==> src/rtl/glb_port_arbiter.sv <==
// glb_port_arbiter: round-robin sharing of the GLB read/write ports among NUM_REQ requesters; define GLB_RAW_STALL_EN to hold back reads overlapping a same-cycle write
module glb_port_arbiter #(
  parameter int NUM_REQ    = 4,
  parameter int ADDR_WIDTH = 32,
  parameter int DATA_WIDTH = 8
) (
  input  logic                              clk,
  input  logic                              rst,
  input  logic [NUM_REQ-1:0]                req_valid,
  output logic [NUM_REQ-1:0]                req_ready,
  input  logic [NUM_REQ-1:0]                req_wr,
  input  logic [2*NUM_REQ-1:0]              req_size,
  input  logic [ADDR_WIDTH*NUM_REQ-1:0]     req_addr,
  input  logic [DATA_WIDTH*4*NUM_REQ-1:0]   req_wdata,
  output logic [NUM_REQ-1:0]                rsp_valid,
  output logic [DATA_WIDTH*4-1:0]           rsp_rdata,
  output logic [3:0]                        glb_re,
  output logic [ADDR_WIDTH-1:0]             glb_r_addr,
  input  logic [DATA_WIDTH*4-1:0]           glb_dout,
  output logic [3:0]                        glb_we,
  output logic [ADDR_WIDTH-1:0]             glb_w_addr,
  output logic [DATA_WIDTH*4-1:0]           glb_din,
  output logic                              busy
);
  localparam int PW = $clog2(NUM_REQ);
  localparam int BW = DATA_WIDTH * 4;

  logic [ADDR_WIDTH-1:0] w_addr  [NUM_REQ];
  logic [1:0]            w_size  [NUM_REQ];
  logic [BW-1:0]         w_wdata [NUM_REQ];
  logic [NUM_REQ-1:0]    w_rd_cand;
  logic [PW:0]           w_wr_pick, w_rd_pick;
  logic                  w_wr_gnt, w_rd_gnt;
  logic [PW-1:0]         w_wr_idx, w_rd_idx;
  logic [PW-1:0]         r_rd_ptr, r_wr_ptr, r_rd_tag;
  logic [3:0]            r_re, r_we;
  logic [ADDR_WIDTH-1:0] r_r_addr, r_w_addr;
  logic [BW-1:0]         r_din;
  logic [NUM_REQ-1:0]    r_rsp_valid;

  function automatic logic [3:0] size_mask(input logic [1:0] s);
    return {s == 2'd3, s >= 2'd2, s != 2'd0, 1'b1};
  endfunction

  function automatic logic [PW-1:0] next_idx(input logic [PW-1:0] i);
    return (int'(i) == NUM_REQ - 1) ? '0 : i + 1'b1;
  endfunction

  // Lowest set candidate at or after ptr (wrapping); returns {found, index}.
  function automatic logic [PW:0] rr_pick(input logic [NUM_REQ-1:0] cand, input logic [PW-1:0] ptr);
    logic [NUM_REQ-1:0] rot;
    logic [PW:0]        res, s;
    rot = NUM_REQ'({cand, cand} >> ptr);
    res = '0;
    for (int k = NUM_REQ - 1; k >= 0; k--) begin
      s = {1'b0, ptr} + (PW+1)'(k);
      if (rot[k]) res = {1'b1, (s >= (PW+1)'(NUM_REQ)) ? PW'(s - (PW+1)'(NUM_REQ)) : s[PW-1:0]};
    end
    return res;
  endfunction

  for (genvar g = 0; g < NUM_REQ; g++) begin : g_req
    assign w_addr[g]  = req_addr[g*ADDR_WIDTH +: ADDR_WIDTH];
    assign w_size[g]  = req_size[2*g +: 2];
    assign w_wdata[g] = req_wdata[g*BW +: BW];
  end

  assign w_wr_pick = rr_pick(req_valid & req_wr, r_wr_ptr);
  assign w_wr_gnt  = w_wr_pick[PW];
  assign w_wr_idx  = w_wr_pick[PW-1:0];

`ifdef GLB_RAW_STALL_EN
  logic [ADDR_WIDTH:0] w_end [NUM_REQ];
  for (genvar g = 0; g < NUM_REQ; g++) begin : g_end
    assign w_end[g] = {1'b0, w_addr[g]} + (ADDR_WIDTH+1)'(w_size[g]);
  end
  // Reads whose byte range meets the granted write's range wait for a later cycle
  always_comb begin
    w_rd_cand = '0;
    for (int i = 0; i < NUM_REQ; i++)
      w_rd_cand[i] = req_valid[i] & ~req_wr[i] & ~(w_wr_gnt & ({1'b0, w_addr[i]} <= w_end[w_wr_idx]) & ({1'b0, w_addr[w_wr_idx]} <= w_end[i]));
  end
`else
  assign w_rd_cand = req_valid & ~req_wr;
`endif

  assign w_rd_pick = rr_pick(w_rd_cand, r_rd_ptr);
  assign w_rd_gnt  = w_rd_pick[PW];
  assign w_rd_idx  = w_rd_pick[PW-1:0];

  // One-hot acceptance of this cycle's read and write grantees
  always_comb begin
    req_ready = rst ? '0 : ((w_wr_gnt ? NUM_REQ'(1) << w_wr_idx : '0) | (w_rd_gnt ? NUM_REQ'(1) << w_rd_idx : '0));
  end

  // Issue stage, read tag/response stage and round-robin pointers
  always_ff @(posedge clk) begin
    if (rst) begin
      r_re        <= '0;
      r_r_addr    <= '0;
      r_we        <= '0;
      r_w_addr    <= '0;
      r_din       <= '0;
      r_rd_tag    <= '0;
      r_rsp_valid <= '0;
      r_rd_ptr    <= '0;
      r_wr_ptr    <= '0;
    end else begin
      r_re        <= w_rd_gnt ? size_mask(w_size[w_rd_idx]) : '0;
      r_r_addr    <= w_rd_gnt ? w_addr[w_rd_idx] : '0;
      r_rd_tag    <= w_rd_gnt ? w_rd_idx : '0;
      r_we        <= w_wr_gnt ? size_mask(w_size[w_wr_idx]) : '0;
      r_w_addr    <= w_wr_gnt ? w_addr[w_wr_idx] : '0;
      r_din       <= w_wr_gnt ? w_wdata[w_wr_idx] : '0;
      r_rsp_valid <= (|r_re) ? NUM_REQ'(1) << r_rd_tag : '0;
      r_rd_ptr    <= w_rd_gnt ? next_idx(w_rd_idx) : r_rd_ptr;
      r_wr_ptr    <= w_wr_gnt ? next_idx(w_wr_idx) : r_wr_ptr;
    end
  end

  assign glb_re     = r_re;
  assign glb_r_addr = r_r_addr;
  assign glb_we     = r_we;
  assign glb_w_addr = r_w_addr;
  assign glb_din    = r_din;
  assign rsp_valid  = r_rsp_valid;
  assign rsp_rdata  = glb_dout;
  assign busy       = |r_re | |r_we | |r_rsp_valid;
endmodule

==> config.mk <==
export PLATFORM = sky130hd
export DESIGN_NAME = glb_port_arbiter
export DESIGN_NICKNAME = d
export VERILOG_FILES = /design/src/rtl/glb_port_arbiter.sv
export SDC_FILE = /design/constraint.sdc
export NUM_CORES = 1
export LEC_CHECK = 0
export ABC_CLOCK_PERIOD_IN_PS = 3280
export BUFFER_PORTS_ARGS = -buffer_cell sky130_fd_sc_hd__buf_2
export CAP_MARGIN = 5
export CORE_AREA = 3 3 173 175
export DETAILED_ROUTE_END_ITERATION = 6
export DIE_AREA = 0 0 176 178
export PLACE_DENSITY_LB_ADDON = 0.12
export SETUP_SLACK_MARGIN = 0.2
export SLEW_MARGIN = 20
export SYNTH_ARGS = -nofsm -noshare
export SYNTH_HDL_FRONTEND = slang
export SYNTH_SLANG_ARGS = --single-unit
==> constraint.sdc <==
create_clock -name clk -period 3.28 [get_ports clk]
set_input_delay 0.328 -clock clk [delete_from_list [all_inputs] [get_ports clk]]
set_output_delay 0.328 -clock clk [all_outputs]
set_load 0.1 [all_outputs]
### Word level (Yosys, flattened, before mapping)

Index checks and enable logic that the tools add are counted.

* bitwise gates (word level): 11
* $mul: 0
* div/mod/pow operators: 0
* multiplexer cells: 38
* reductions and logical operators: 8
* shift-type cells: 5
* $lt $le $gt $ge: 12
* add/sub/neg operators: 16
* equal/unequal tests: 4

Operators by type and width (count)
* $bmux 32 s2: 3
* $mux 32: 6
* $mux 2: 14
* $ge 3x3->1 const B: 8
* $mux 3: 8
* $shr 8x2->4: 2
* $sub 2x1->2 const B: 8
* $add 2x2->3 const B: 4
* $mux 4: 3
* $reduce_or 4->1: 3
* $shl 1x2->4 const A: 3
* $and 4x4->4: 2
* $bmux 2 s2: 2
* $add 2x1->3 const B: 2
* $ge 2x3->1 const B: 2
* $not 2->3: 2
* $reduce_or 2->1: 3
* $add 2x1->2 const B: 2
* $eq 2x1->1 const B: 2
* $eq 2x2->1 const B: 2
* $ge 2x2->1 const B: 2
* $not 4->4: 1
* $or 4x4->4: 1
* $reduce_bool 2->1: 2
* 3 further kinds: 7

* latch bits: 0
* bits in registers: 114
* bits of input ports: 306
* RAM bits: 0
* ROM bits: 0
* output and inout bits: 145
* memories: 0

### Longest topological paths before layout

Gate-level depths: netlist of the first run.

* word-level depth: 12
* mapped depth: 9
* depth with buffers taken out: 7

### Worst setup path after synthesis of the first run

Ideal clock, no wire load.

* kind: input-to-output
* start point: in req_wr[1]
* end point: out req_ready[0]
* path buffers: 2
* arrival: 2.852 ns
* setup slack: 0.100 ns
* cell stages on the path: 7
* cells stage by stage: and2b_1 o221ai_2 a21o_1 buf_6 buf_4 o211ai_1 a21oi_1

* word-level cells in the longest chain between the ends: 11
* elaborated cells on any way between the ends: 19

RTL lines
* start, declared: RTL line 11 `input logic [NUM_REQ-1:0] req_wr,`
* $not 4->4: RTL line 84 `assign w_rd_cand = req_valid & ~req_wr;`
* $and 4x4->4: RTL line 84
* $shr 8x2->4: RTL line 53 `rot = NUM_REQ'({cand, cand} >> ptr);`
* $mux 3 (4 in series): RTL line 57 `if (rot[k]) res = {1'b1, (s >= (PW+1)'(NUM_REQ)) ? PW'(s - (PW+1)'(NUM_REQ)) : s[PW-1:0]};`
* $shl 1x2->4: RTL line 93 `req_ready = rst ? '0 : ((w_wr_gnt ? NUM_REQ'(1) << w_wr_idx : '0) | (w_rd_gnt ? NUM_REQ'(1) << w_rd_idx : '0)) ...`
* $mux 4: RTL line 93
* $or 4x4->4 (*): RTL line 93
* $mux 4 (*): RTL line 93
* end, declared: RTL line 10 `output logic [NUM_REQ-1:0] req_ready,`

Mark *: on every way between the ends. The rest lies on a longest branch, timed or not.

### Worst setup path after layout of the first run

* start point: reg r_wr_ptr[0]
* end point: out req_ready[3]

* word-level cells in the longest chain between the ends: 11
* elaborated cells on any way between the ends: 24

RTL lines
* start, declared: RTL line 35 `logic [PW-1:0] r_rd_ptr, r_wr_ptr, r_rd_tag;`
* start signal, assigned: RTL line 117 `r_wr_ptr <= w_wr_gnt ? next_idx(w_wr_idx) : r_wr_ptr;`
* $add 2x2->3: RTL line 56 `s = {1'b0, ptr} + (PW+1)'(k);`
* $ge 3x3->1 / $sub 2x1->2 (equally long branches): RTL line 57
* $mux 2: RTL line 57
* $mux 3 (3 in series): RTL line 57
* $mux 3 (*): RTL line 57
* $shl 1x2->4: RTL line 93
* $mux 4 (*): RTL line 93
* $or 4x4->4 (*): RTL line 93
* $mux 4 (*): RTL line 93

Marks and branches as above.

==> impl_metrics.py, run 1 <==
metrics = {
    "sta": {
        "tightest_slew_ns": 0.7612,
        "setup_ws_ns": 0.4794,
        "clock_skew_ns": 0.01713,
        "period_share_pct": 85.38,
        "slew_headroom_pct": 49.25,
        "finalHoldViolCount": 0,
        "slew_viol_final": 0,
        "rsz0062_at_grt": "no",
        "max_clock_freq_ghz": 0.3571,
        "fin_crit_ns": 2.801,
        "setup_viol": 0,
        "tns_ns": 0,
    },
    "logic_synthesis": {
        "synth_top_area_share_pct": 34.93,
        "synth_cells": 750,
        "synthAdderAreaFrac_pct": 0.3830,
        "synth-edff-count": 0,
        "yosys.area.top_type": "dfxtp_1",
        "synthFlopType": "dfxtp_1",
        "synth.most_common_cell": "dfxtp_1",
        "synth_fp_nets": 1058,
        "synth_area_leaders": "dfxtp_1 (35%), mux2i_1 (10%), a311oi_1 (8.6%)",
        "muxShareOfSynthArea_pct": 10.63,
        "synthTopCellsByCount": "dfxtp_1 (114), nand2_1 (75), and3_1 (67)",
        "yosys_warnings": 0,
        "synth-compound-area-share_pct": 23.40,
        "synthArstFlopShare_pct": 0,
        "synthXorXnorAreaFrac_pct": 0,
        "postSynthAreaPerCell_um2": 8.712,
        "syn_area_um2": 6534,
        "ys_ff_latch": 114,
        "seq_area_frac_synth_pct": 34.93,
        "synth_top_family_by_area": "compound AO/OA/AOI/OAI gates",
        "synth_cell_types": 51,
        "yosys.area_share.simple_pct": 19.93,
    },
    "worst_setup_path": {
        "cp_slowest_cell": "buf_2",
        "cp.required_ns": 2.95,
        "arrival_ns": 2.47,
        "path_buf_inv": 2,
        "worstSetupStartpointType": "flip-flop",
        "end_kind": "output port",
        "cpPeakStageDelay_ns": 0.43,
        "path_cells": "nand3b_1 > a21oi_1 > a31o_2 > inv_4 > ha_1 > a22o_1 > buf_2",
        "cp_top_family": "buffers and inverters",
        "timing_worst_setup_path_type": "reg2out",
        "crit_fanout": 34,
    },
    "power_and_ir_drop": {
        "power_frac_seq_pct": 25.9,
        "p_sw_w": 0.002828,
        "ir_drop_v": 0.0002831,
        "swShare_pct": 45.47,
        "clkPwrFrac_pct": 32.2,
        "powerDensity_nw_per_um2": 680.9,
        "leakagePower_nw": 4.540,
        "p_int_w": 0.003392,
        "p_comb_share_pct": 41.9,
    },
    "outcome": {
        "outcome": "complete, no violations",
    },
    "job": {
        "drv_cap": 0,
    },
    "clock_network": {
        "insertion_delay_ns": 0.42,
        "cts_num_sinks": 114,
        "cts-htree-levels": 4,
        "postCtsHoldBufs": 0,
        "clock-root-buffer": "clkbuf_16",
        "clk_pin_slew_ns": 0.07,
        "clk_path_buf_depth": 2,
        "post_cts_buffers": 0,
        "cts_tree": "yes",
        "cts.repair.resized": 0,
        "numCtsBuffers": 17,
    },
    "route": {
        "dr.pass1.iters": 6,
        "wl_um": 30520,
        "postRouteAntennaNets": 0,
        "drc": 0,
        "wl_per_cell_um": 20.87,
        "vias": 7233,
        "drt_iter0_markers": 499,
        "viasPerCell": 4.947,
    },
    "final_layout": {
        "multi_input_area_um2": 3581,
        "area_delta_synth_final_pct": 39.81,
        "seq_area_um2": 2282,
        "final_nets": 1368,
        "drive_gt1_share_pct": 42.50,
        "nFillCells": 3123,
    },
    "place": {
        "place_hpwl_um": 22310,
        "portBuffers": 386,
        "dp_slack_ns": 0.7492,
        "place.gp.congestion": 0.8323,
    },
    "die": {
        "die-width_um": 176,
        "die-area_um2": 31330,
        "fp.coreArea_um2": 28630,
        "rows": 62,
        "start_util_pct": 22.83,
        "io_pins": 451,
        "die_h_um": 178,
    },
    "grt": {
        "grt_overflow_total": 0,
        "grt_pass1_wl_um": 44730,
        "antenna_found_initial": 2,
        "grt_pass1_vias": 7227,
        "grt_max_degree": 77,
        "grtUsageTotal_pct": 18.47,
    },
    "worst_hold_path": {
        "holdCritPathClass": "in2reg",
    },
}
-- cell type report --
cell class / count / area share [%]
flip-flops and latches: 114 / 24.98
diodes: 5 / 0.1370
clock buffers: 18 / 4.808
multi-input cells: 516 / 39.20
clock inverters: 14 / 1.972
inverters: 10 / 0.4383
repair buffers: 401 / 23.20
well taps: 384 / 5.260
-- through the flow --
step | total power (W) | area [um2] | utilization (%) | instances | hold slack [ns]
after floorplan | 0.003843 | 6541 | - | 750 | 0.4216
after global placement | 0.004264 | 8503 | 29.71 | 1425 | 0.4406
after detailed placement | 0.004263 | 8503 | 29.71 | 1425 | 0.4459
after CTS | 0.006299 | 9123 | 31.87 | 1457 | 0.1561
after global routing | 0.006503 | 9125 | 31.88 | 1458 | 0.1676
final | 0.006220 | 9135 | 31.91 | 1462 | 0.1797
-- cell families (layout without fill, tap and decap cells) --
group / Yosys count / count (layout)
flops: 114 / 114
mux: 68 / 68
compound gates: 194 / 194
other cells: 0 / 5
fa+ha+maj: 2 / 2
simple gates: 252 / 252
buf+inv: 120 / 443
-- placed cells by master (no fill, tap or decap), types with 2 or more instances in the layout --
cell type	n
a211oi_1	66
a21oi_1	6
a21oi_2	2
a311oi_1	64
a31oi_1	2
and2_1	2
and2b_1	2
and3_1	67
buf_12	6
buf_2	386
buf_4	9
bufinv_16	3
clkbuf_16	17
clkinv_4	4
clkinvlp_4	4
dfxtp_1	114
diode_2	5
ha_1	2
inv_1	7
inv_2	2
mux2i_1	66
nand2_1	75
nand2b_1	2
nand3_1	66
nand3b_1	2
nand4_1	4
nor2_1	13
nor3_1	4
nor4_1	4
o2111ai_4	2
o21ai_0	3
o221ai_2	2
o22ai_1	35
-- power by group through the flow --
stage               combinational, W  clock (W)  sequential [W]
global route                 0.00276    0.00212         0.00163
floorplan                    0.00107          0         0.00278
finish                       0.00261    0.00200         0.00161
CTS                          0.00263    0.00206         0.00161
global placement             0.00262          0         0.00164
detailed placement           0.00262          0         0.00164
-- state kept, by name (all words and copies together) (netlist names) --
name and count:
r_rd_ptr 2, r_wr_ptr 2, glb_din 32, glb_r_addr 32
r_rd_tag 2, glb_re 4, glb_we 4, rsp_valid 4
glb_w_addr 32
-- metal layers --
metal  vias up  track usage [%]  share of wire [%]
li1       3459                -                  -
met1      3423            23.06                 42
met2       284            30.21                 48
met3        65            5.087                6.5
met4         2            7.423                3.6
met5         -                0              0.039
-- final timing paths --
check / to / start / slack [ns] / depth (start not counted)
worst max-delay path: req_ready[3] / r_wr_ptr[0] / 0.48 / 7
worst min-delay path: glb_din[11] / req_wdata[107] / 0.18 / 3
worst max register to register: glb_din[5] / r_wr_ptr[0] / 0.93 / 7
worst min register to register: rsp_valid[1] / r_rd_tag[1] / 0.45 / 1
-- worst register-to-register path: stages (launching register included) --
cell	delay (ns)
dfxtp_1	0.36
nand3b_1	0.20
a21oi_1	0.09
a31o_2	0.26
inv_4	0.33
buf_4	0.57
a211oi_1	0.15
a311oi_1	0.28
(Power assumes the default switching activity.)
==> run 2: changes to the inputs <==
--- a/config.mk
+++ b/config.mk
@@ -5,12 +5,14 @@
 export SDC_FILE = /design/constraint.sdc
 export NUM_CORES = 1
 export LEC_CHECK = 0
+export ABC_AREA = 1
 export ABC_CLOCK_PERIOD_IN_PS = 3280
 export BUFFER_PORTS_ARGS = -buffer_cell sky130_fd_sc_hd__buf_2
 export CAP_MARGIN = 5
-export CORE_AREA = 3 3 173 175
+export CORE_AREA = 3 3 172 174
 export DETAILED_ROUTE_END_ITERATION = 6
-export DIE_AREA = 0 0 176 178
+export DIE_AREA = 0 0 175 177
+export HOLD_SLACK_MARGIN = 0.12
 export PLACE_DENSITY_LB_ADDON = 0.12
 export SETUP_SLACK_MARGIN = 0.2
 export SLEW_MARGIN = 20
==> impl_metrics.py, run 2 <==
metrics = {
    "clock_network": {
        "cts_num_sinks": 114,
        "post_cts_buffers": 0,
        "clk_path_buf_depth": 2,
        "postCtsHoldBufs": 0,
        "cts_tree": "yes",
        "insertion_delay_ns": 0.42,
        "clock-root-buffer": "clkbuf_16",
        "cts-htree-levels": 4,
        "clk_pin_slew_ns": 0.06,
        "numCtsBuffers": 17,
    },
    "place": {
        "portBuffers": 386,
        "place.gp.congestion": 0.8281,
        "dp.cells": 1944,
        "dp_slack_ns": 0.7132,
        "place_hpwl_um": 22490,
    },
    "final_layout": {
        "area_delta_synth_final_pct": 31.14,
        "final_cells": 1982,
        "layout_commonest_cell": "buf_2",
        "final_nets": 1893,
        "drive_gt1_share_pct": 28.54,
        "layout_common_cells": "buf_2 (384), nand2_1 (317), nand3_1 (227)",
        "nFillCells": 3155,
    },
    "sta": {
        "slew_viol_final": 0,
        "setup_viol": 0,
        "slew_headroom_pct": 38.56,
        "tightest_slew_ns": 0.9216,
        "tns_ns": 0,
        "finalHoldViolCount": 0,
        "fin_crit_ns": 2.854,
        "period_share_pct": 87.01,
        "setup_ws_ns": 0.4260,
        "rsz0062_at_grt": "no",
        "clock_skew_ns": 0.009912,
        "max_clock_freq_ghz": 0.3504,
    },
    "job": {
        "drv_cap": 0,
    },
    "worst_hold_path": {
        "hp-start": "rst",
        "holdCritPathClass": "in2reg",
    },
    "die": {
        "die-area_um2": 30980,
        "die-width_um": 175,
        "die_h_um": 177,
        "rows": 61,
        "io_pins": 451,
        "fp.coreArea_um2": 27930,
        "start_util_pct": 28.20,
    },
    "worst_setup_path": {
        "rrSetupSlack_ns": 0.95,
        "path_cells": "inv_2 > nand2_1 > nand2_1 > nor2_2 > inv_1 > nand2_1 > inv_2 > a21oi_4 > buf_4 > ha_1 > nand2_1 > o21ai_1 > buf_12",
        "timing_worst_setup_path_type": "reg2out",
        "cp_top_family": "buffers and inverters",
        "cp_slowest_cell": "dfxtp_2",
        "cpPeakStageDelay_ns": 0.46,
        "r2r_start": "r_wr_ptr[0]",
        "path_buf_inv": 5,
        "critPathMostFrequentCell": "nand2_1",
        "cp.required_ns": 2.95,
        "cp-startpoint": "r_wr_ptr[0]",
        "end_kind": "output port",
        "worstSetupStartpointType": "flip-flop",
        "arrival_ns": 2.53,
        "crit_fanout": 23,
    },
    "route": {
        "drc": 0,
        "wl_per_cell_um": 16.67,
        "wl_um": 33030,
        "drt_iter0_markers": 470,
        "postRouteAntennaNets": 0,
        "dr.pass1.iters": 5,
        "viasPerCell": 4.617,
        "vias": 9150,
    },
    "grt": {
        "grt_busiest_layer": "met2",
        "grt_overflow_total": 0,
        "grtUsageTotal_pct": 20.44,
        "grt_pass1_vias": 8808,
        "grt_pass1_wl_um": 50010,
        "grt.met1_usage_pct": 24.52,
        "antenna_found_initial": 7,
        "grt_max_degree": 134,
        "grt.met2_usage_pct": 35.43,
        "met3_usage_pct": 5.727,
    },
    "logic_synthesis": {
        "seq_area_frac_synth_pct": 28.97,
        "synthArstFlopShare_pct": 0,
        "synth_area_leaders": "dfxtp_1 (29%), nand2_1 (15%), nand3_1 (14%)",
        "synth-edff-count": 0,
        "yosys_warnings": 0,
        "synth_cell_types": 31,
        "syn_area_um2": 7879,
        "yosys.area.top_type": "dfxtp_1",
        "synth.most_common_cell": "nand2_1",
        "synthFlopType": "dfxtp_1",
        "synth_fp_nets": 1596,
        "postSynthAreaPerCell_um2": 6.117,
        "synthTopCellsByCount": "nand2_1 (319), nand3_1 (227), inv_1 (187), dfxtp_1 (114), nand3b_1 (97)",
        "ys_ff_latch": 114,
        "synth_cells": 1288,
        "synth_top_area_share_pct": 28.97,
    },
    "outcome": {
        "outcome": "complete, no violations",
    },
    "power_and_ir_drop": {
        "ir_drop_v": 0.0007246,
        "leakagePower_nw": 5.720,
        "powerDensity_nw_per_um2": 1390,
    },
}
[run 2: cell types whose count changed after synthesis, sizes merged, moves of 11 or more]
cell	previous run	this run
a211oi	67	1
and3	67	0
o21ai	4	40
inv	10	193
buf	81	92
o22ai	35	0
a21oi	8	71
nand3b	2	97
nand2	77	324
nand3	67	230
a311oi	64	0
mux2i	66	0
nor2	14	84
[run 2: cells by family after synthesis]
logic type | share of synthesized area, %
AND/OR/NAND/NOR | 44.56
buffers and inverters | 18.47
AO/OA/AOI/OAI | 7.464
flip-flops | 28.97
XOR/XNOR | 0.2224
adder cells (fa/ha/maj) | 0.3176
[run 2: power breakdown]
part	switching [W]	internal, W
sequential	0.000213	0.00195
combinational	0.00818	0.00227
clock	0.000723	0.00103
[run 2: routing by layer]
metal / wire length (um) / part of all wire, % / vias to the layer above
li1: - / - / 4627
met5: 31 / 0.094 / -
met4: 617 / 1.9 / 6
met2: 15990 / 48 / 333
met1: 13880 / 42 / 4138
met3: 2521 / 7.6 / 46
[run 2: layout make-up]
type | count | area (um2) | area share (%)
Antenna cell | 6 | 15.01 | 0.1453
Timing Repair Buffer | 400 | 2130 | 20.61
Clock inverter | 12 | 92.59 | 0.8961
Inverter | 193 | 724.4 | 7.011
Multi-Input combinational cell | 859 | 4178 | 40.43
Clock buffer | 20 | 436.7 | 4.226
Tap cell | 378 | 473.0 | 4.577
Sequential cell | 114 | 2283 | 22.10
[run 2: repair_timing]
action                                  CTS  global route
endpoints found under the setup margin    0             3
gates resized for setup                   0             1
endpoints found under the hold margin     0             0
[run 2: final timing paths]
check            endpoint  depth (start not counted)
max          req_ready[3]                         13
min           r_rd_ptr[0]                          2
max reg2reg    glb_din[8]                          9
min reg2reg  rsp_valid[0]                          1
[run 2: through the flow]
step / hold WS, ns / power (W) / area, um2 / utilization [%]
final: 0.2409 / 0.01437 / 10330 / 36.99
after floorplan: 0.4136 / 0.01087 / 7890 / -
after global placement: 0.4285 / 0.01271 / 9787 / 35.04
after CTS: 0.2087 / 0.01450 / 10320 / 36.93
after global routing: 0.2382 / 0.01539 / 10330 / 36.97
after detailed placement: 0.4369 / 0.01269 / 9787 / 35.04
